[config.mk]
export PLATFORM = sky130hd
export DESIGN_NAME = step_sequencer
export DESIGN_NICKNAME = d
export VERILOG_FILES = /design/src/rtl/step_sequencer.sv
export SDC_FILE = /design/constraint.sdc
export NUM_CORES = 1
export LEC_CHECK = 0
export CAP_MARGIN = 20
export CORE_MARGIN = 2
export CORE_UTILIZATION = 50
export DETAILED_ROUTE_END_ITERATION = 10
export GPL_TIMING_DRIVEN = 0
export PLACE_DENSITY = 0.81
export SYNTH_ARGS = -nofsm -noshare
export SYNTH_HDL_FRONTEND = slang
export SYNTH_SLANG_ARGS = --single-unit
[constraint.sdc]
create_clock -name clk -period 2.39 [get_ports clk]
set_clock_uncertainty 0.15 [all_clocks]
set_input_delay 0.478 -clock clk [delete_from_list [all_inputs] [get_ports clk]]
set_output_delay 0.478 -clock clk [all_outputs]
set_load 0.02 [all_outputs]
[src/rtl/step_sequencer.sv]
// rtl/step_sequencer.sv - tempo-divided step index sequencer (up/down, optional ping-pong)
// Optional feature macro: STEP_SEQ_PINGPONG_EN adds the pingpong input and bounce direction.
module step_sequencer (
   input  logic        clk,
   input  logic        rst_n,
   input  logic        run,
   input  logic        restart,
   input  logic [15:0] tempo_div,
   input  logic [2:0]  len,
   input  logic        dir,
`ifdef STEP_SEQ_PINGPONG_EN
   input  logic        pingpong,
`endif
   output logic [2:0]  s,
   output logic        step_tick,
   output logic        running
);

   typedef enum logic {
      IDLE = 1'b0,
      RUN  = 1'b1
   } state_t;

   state_t      state;
   logic [15:0] presc;
   logic        terminal;
   logic [2:0]  start_step;
   logic [2:0]  next_step;

`ifdef STEP_SEQ_PINGPONG_EN
   logic        bounce_up;
   logic        next_bounce_up;
`endif

   // Advance decision uses the live len/dir/tempo_div, so mid-run edits apply at the next terminal count.
   always_comb begin
      terminal   = (presc >= tempo_div);
      start_step = dir ? len : 3'd0;
      if (!dir) begin
         next_step = (s >= len) ? 3'd0 : s + 3'd1;
      end else begin
         next_step = ((s == 3'd0) || (s > len)) ? len : s - 3'd1;
      end
`ifdef STEP_SEQ_PINGPONG_EN
      next_bounce_up = bounce_up;
      if (pingpong) begin
         start_step = 3'd0;
         if (len == 3'd0) begin
            next_step      = 3'd0;
            next_bounce_up = 1'b1;
         end else if (bounce_up) begin
            if (s >= len) begin
               next_step      = len - 3'd1;
               next_bounce_up = 1'b0;
            end else begin
               next_step = s + 3'd1;
            end
         end else begin
            // Turn at 0 without repeating it; an out-of-range s drops straight to len.
            if (s == 3'd0) begin
               next_step      = 3'd1;
               next_bounce_up = 1'b1;
            end else if (s > len) begin
               next_step = len;
            end else begin
               next_step = s - 3'd1;
            end
         end
      end
`endif
   end

   always_ff @(posedge clk or negedge rst_n) begin
      if (!rst_n) begin
         state     <= IDLE;
         s         <= 3'd0;
         presc     <= 16'd0;
         step_tick <= 1'b0;
         running   <= 1'b0;
`ifdef STEP_SEQ_PINGPONG_EN
         bounce_up <= 1'b1;
`endif
      end else begin
         case (state)
            IDLE: begin
               presc <= 16'd0;
               if (run) begin
                  state     <= RUN;
                  s         <= start_step;
                  step_tick <= 1'b1;
                  running   <= 1'b1;
`ifdef STEP_SEQ_PINGPONG_EN
                  bounce_up <= 1'b1;
`endif
               end else begin
                  step_tick <= 1'b0;
                  running   <= 1'b0;
               end
            end
            RUN: begin
               if (!run) begin
                  state     <= IDLE;
                  presc     <= 16'd0;
                  step_tick <= 1'b0;
                  running   <= 1'b0;
               end else if (restart) begin
                  s         <= start_step;
                  presc     <= 16'd0;
                  step_tick <= 1'b1;
`ifdef STEP_SEQ_PINGPONG_EN
                  bounce_up <= 1'b1;
`endif
               end else if (terminal) begin
                  s         <= next_step;
                  presc     <= 16'd0;
                  step_tick <= 1'b1;
`ifdef STEP_SEQ_PINGPONG_EN
                  bounce_up <= next_bounce_up;
`endif
               end else begin
                  presc     <= presc + 16'd1;
                  step_tick <= 1'b0;
               end
            end
            default: begin
               state     <= IDLE;
               presc     <= 16'd0;
               step_tick <= 1'b0;
               running   <= 1'b0;
            end
         endcase
      end
   end

endmodule

# After elaboration in Yosys (flattened, before gate mapping)
# Cells that the tools add are included.
[op_classes]
magnitude_cmp = 3
n_addsub = 3
n_eq_ne = 4
bitwise_logic = 1
n_mux = 20
reduce_logical = 3
[ops]
columns = ["operator", "count"]
rows = [
  ["two-way mux 16 bit", 3],
  ["one-hot mux 16 bit (2 select lines)", 1],
  ["two-way mux 3 bit", 8],
  ["adder 16 x 1 -> 16 bit, second input constant", 1],
  [">= comparator 16 bit", 1],
  ["inequality test 2 bit, second input constant", 3],
  ["one-hot mux 3 bit (2 select lines)", 1],
  ["two-way mux 1 bit", 5],
  ["one-hot mux 1 bit (2 select lines)", 2],
  ["adder 3 x 1 -> 3 bit, second input constant", 1],
  [">= comparator 3 bit", 1],
  ["greater-than comparator 3 bit", 1],
  ["zero test 3 bit", 1],
  ["inequality test 3 x 2 -> 1 bit, second input constant", 1],
  ["AND reduction 3 bit", 1],
  ["subtractor 3 x 1 -> 3 bit, second input constant", 1],
  ["logical OR 1 bit", 1],
  ["inverter 1 bit", 1],
]
[totals]
in_bits = 24
elab_cells = 39
out_inout_bits = 5
ff_bits = 22

# Depth between registers and ports, before layout
[depth]
depth_word = 8
depth_mapped = 8
depth_no_buf = 7

# Least setup slack after synthesis
# Ideal clock, no wire load.
[synth_path]
path_type = "reg-to-reg"
startpoint = "register s[0]"
endpoint = "register s[0]"
path_slack_ns = 0.149
required_time_ns = 2.162
t_arrival_ns = 2.013
synth_period_minus_slack_ns = 2.241
path_buffers = 0
path_stages_with_launch = 8
setup_ns = 0.078
cell_sequence = "dfrtp_1 inv_1 ha_1 or3b_4 a2111oi_4 a211oi_1 nor3_1 o2bb2ai_1"
[synth_via]
elab_chain_cells = 8
elab_cells_between_ends = 13
classes_between = "add/sub (2); order compare (2); mux (7); reduce/logical (2)"
[synth_lines]
columns = ["item", "line", "source"]
rows = [
  ["start: declaration", "14", "output logic [2:0] s,"],
  ["start signal: assignment", "89", "s <= start_step;"],
  ["start signal: assignment", "107", "s <= start_step;"],
  ["start signal: assignment", "114", "s <= next_step;"],
  ["greater-than comparator 3 bit or zero test 3 bit (tied branches)", "42", "next_step = ((s == 3'd0) || (s > len)) ? len : s - 3'd1;"],
  ["logical OR 1 bit", "42", ""],
  ["two-way mux 3 bit", "42", ""],
  ["two-way mux 3 bit (*)", "39", "if (!dir) begin"],
  ["two-way mux 3 bit (*)", "113", "end else if (terminal) begin"],
  ["two-way mux 3 bit (*)", "106", "end else if (restart) begin"],
  ["two-way mux 3 bit (*)", "101", "if (!run) begin"],
  ["one-hot mux 3 bit (2 select lines) (*)", "84", "case (state)"],
]
# Mark *: on every way between the ends. The rest lies on a longest branch, timed or not. The select of a mux whose other input is x is not followed.
# A chain may end at the register's enable or synchronous reset.

# Final worst setup path
[layout_path]
startpoint = "input port tempo_div[7]"
endpoint = "register presc[9]"
[layout_via]
elab_chain_cells = 5
[layout_lines]
columns = ["item", "line", "source"]
rows = [
  ["start: declaration", "8", "input logic [15:0] tempo_div,"],
  [">= comparator 16 bit", "37", "terminal = (presc >= tempo_div);"],
  ["two-way mux 16 bit", "113", ""],
  ["two-way mux 16 bit", "106", ""],
  ["two-way mux 16 bit", "101", ""],
  ["one-hot mux 16 bit (2 select lines)", "84", ""],
  ["end signal: assignment", "121", "presc <= presc + 16'd1;"],
  ["end: declaration", "25", "logic [15:0] presc;"],
]
# No other way between the ends.

==> results.md <==
* CTS Hold Buffers Added at 0
* CP Capture Type: register
* Fmax at about 430 MHz
* GRT busiest layer: met2
* Layout cells sized above 1 at 20.1%
* Fin Setup TNS at 0 ps
* Commonest register cell after synthesis: dfrtp_1
* IR drop worst, VDD at between 0.3 and 0.4 mV
* M1 GR Usage at about a quarter
* Synth warn at 0
* M2 GR Usage at between 30% and 40%
* CP Class: in2reg
* Largest net degree at the start of global routing at 23
* Sequential power share at 42.7%
* CTS Buf Count at 3
* Vias per inst at 5.30
* Net Count, Synth at 226
* Worst-path clk slew at roughly 120 ps
* Diodes inserted at 0
* Worst endpoint required time at 2460 ps
* Worst-margin pin slew at 369 ps
* Min Tclk post-route at 2340 ps
* Wirelength per Cell at about 14 um
* Die area at slightly below 0.004 mm^2
* Total gr overflow at 0
* Critical path peak fanout at 6
* First DRT Iteration DRCs at 63
* Initial antenna violation count at 0
* Int Power at 647 uW
* Total core area at ~0.0033 mm^2
* # port buffers at 28
* Post-synthesis sequential element count at 22
* Mapped Cells at 179
* Fillers at 272
* Die Height at 62.9 um
* Setup crit start: tempo_div[7]
* Largest cells by area after synthesis: dfrtp_1, ha_1, inv_1
* CTS Buffer Depth at 2
* Final Wtd Congestion at 0.772
* FP Rows at 21
* Pwr Total at 947 uW
* DRC viols at 0
* CTS tree: yes
* Clk sink count at 22
* Fin. Hold Viols at 0
* Psw at 300 uW
* Asr flop ratio synth at 100%
* Global-route wire length before repair at 6230 um
* Die W at 62.9 um
* Router iterations before antenna repair at 4
* Power Density at 408 mW/mm^2
* Vias in the first global route at 1,382
* Synth top area share at 31.7%
* H-Tree Depth at 1
* CP endpoint: presc[9]$_DFF_PN0_
* Hold Path Class: in2async
* Global Route Usage Sum at between 10% and 20%
* Yosys top cell by area: dfrtp_1
* Reg2Reg Depth at 7
* Comb pwr share at 35.0%
* Post-layout nets at 267
* Total wire length at 3760 um
* Leakage at 0.00103 uW
* Ports at 29
* Final core occ at 69.5%
* GRT met3 Usage at under 10%
* Endpoints failing setup at 0
* Final Max Slew Viols at 0
* Clock network power share at between 20% and 30%
* Critical R2R Launch: s[0]$_DFFE_PN0P_
* Hpwl dp at 2600 um
* CP arrival at 2400 ps
* CP Launch Type: primary input
* Worst slew margin at approximately three quarters
* Clock tree root driver cell: clkbuf_4
* Status: completed
* Sequential area share after synthesis at 31.7%
* Clock Latency Late Sink at 320 ps
* Area grow syn2layout at 33.8%
* # Max-Cap Violations at 0
* Initial core utilization at 52.0%
* Synth Cell Area at 0.00173 mm^2
* Total number of vias at 1,404
* Final worst-path cycle share at 97.7%
* Netlist cell types at 40
* Final ANT Viol Nets at 0
* Sw frac at between 30% and 40%
* Number of synthesized flops with an enable pin at 0
* Synthesized area per cell at 9.69 um^2
* FF-to-FF setup slack at 80 ps
* RR Endpoint: s[0]$_DFFE_PN0P_
## registers in the layout, indices dropped and copies added (netlist names)
| name | flops |
|---|---|
| presc | 16 |
| s | 3 |
| running | 1 |
| state | 1 |
| step_tick | 1 |
## cells in the final DEF (no fill, tap or decap), drive strengths merged, types with 2 or more instances in the layout
master         count
a211oi             5
clkbuf             5
nor2b              2
a2111oi            2
clkdlybuf4s50     26
o21a               3
ha                23
xor2               3
o2bb2ai            2
nand2              3
nor2              24
inv               29
nand4              3
dlymetal6s2s       2
nor3               5
and3               4
xnor2             11
nand3             10
a21o               5
a21oi              5
nand2b             2
buf                8
dfrtp             22
## cells in the mapped netlist, types with 2 or more instances
cell,count
inv_1,29
ha_1,23
dfrtp_1,22
nor2_1,14
xnor2_1,11
nor2_2,10
nand3_1,9
a211oi_1,5
a21o_1,5
nor3_1,5
a21oi_1,4
and3_1,4
nand2_1,3
o21a_1,3
xor2_1,3
nand2b_1,2
nand4_1,2
nor2b_1,2
o2bb2ai_1,2
## critical path, cell delays in order
cell and delay [ps]:
clkdlybuf4s50_1 450, inv_1 60, ha_4 280, and3_4 200, o211ai_1 110, o311a_4 440
nand3_4 170, clkbuf_16 180, nor2_2 40
## per-stage QoR
stage | worst slack [ps] | std cells | cell area [um^2] | hold slack (ps)
after detailed placement | -402 | 253 | 2070 | 300
final | 54.0 | 265 | 2320 | 183
after CTS | 3.42 | 258 | 2140 | 316
after floorplan | 149 | 179 | 1730 | 32.4
after global routing | -4.58 | 265 | 2320 | 175
after global placement | -363 | 253 | 2070 | 286
## kinds of logic (layout without fill, tap and decap cells)
group / Yosys count / in the layout / share of synthesized area, %
xor+xnor: 14 / 14 / 7.07
compound gates: 30 / 30 / 17.1
mux: 1 / 1 / 0.577
flops: 22 / 22 / 31.7
buf+inv: 30 / 70 / 6.93
simple gates: 59 / 59 / 20.0
fa+ha+maj: 23 / 23 / 16.6
## repair_timing
item	in CTS	in global routing
endpoints found under the setup margin	10	13
resized for setup	4	14
pin swaps	2	12
cloned	0	1
buffers inserted	1	5
## layer usage
layer  vias up  wire (um)
met1       672       1740
li1        703          -
met4         0         44
met3         5        100
met5         -          0
met2        24       1870
## layout make-up
class	count	area, um^2	share of cell area, %
clock buffer	4	36.3	1.56
inverter	29	109	4.69
timing repair buffer	36	383	16.5
multi-input combinational	127	1160	50.1
buffer	1	20.0	0.863
sequential	22	552	23.8
tap	46	57.6	2.48
## power by group through the flow
stage / combinational [uW] / clock (uW) / sequential (uW)
global placement: 280 / 0 / 411
CTS: 291 / 214 / 405
finish: 332 / 210 / 405
detailed placement: 286 / 0 / 412
floorplan: 161 / 0 / 425
global route: 363 / 233 / 409
## worst min-delay path by stage
stage,startpoint,to,slack (ps),depth (start not counted)
after global placement,state$_DFF_PN0_,running$_DFFE_PN0P_,290,1
after global routing,rst_n,presc[3]$_DFF_PN0_,180,1
after floorplan,rst_n,presc[0]$_DFF_PN0_,30,0
after detailed placement,state$_DFF_PN0_,running$_DFFE_PN0P_,300,1
final,rst_n,presc[3]$_DFF_PN0_,180,1
after CTS,state$_DFF_PN0_,running$_DFFE_PN0P_,320,1
Power figures use the tool's default switching activity.
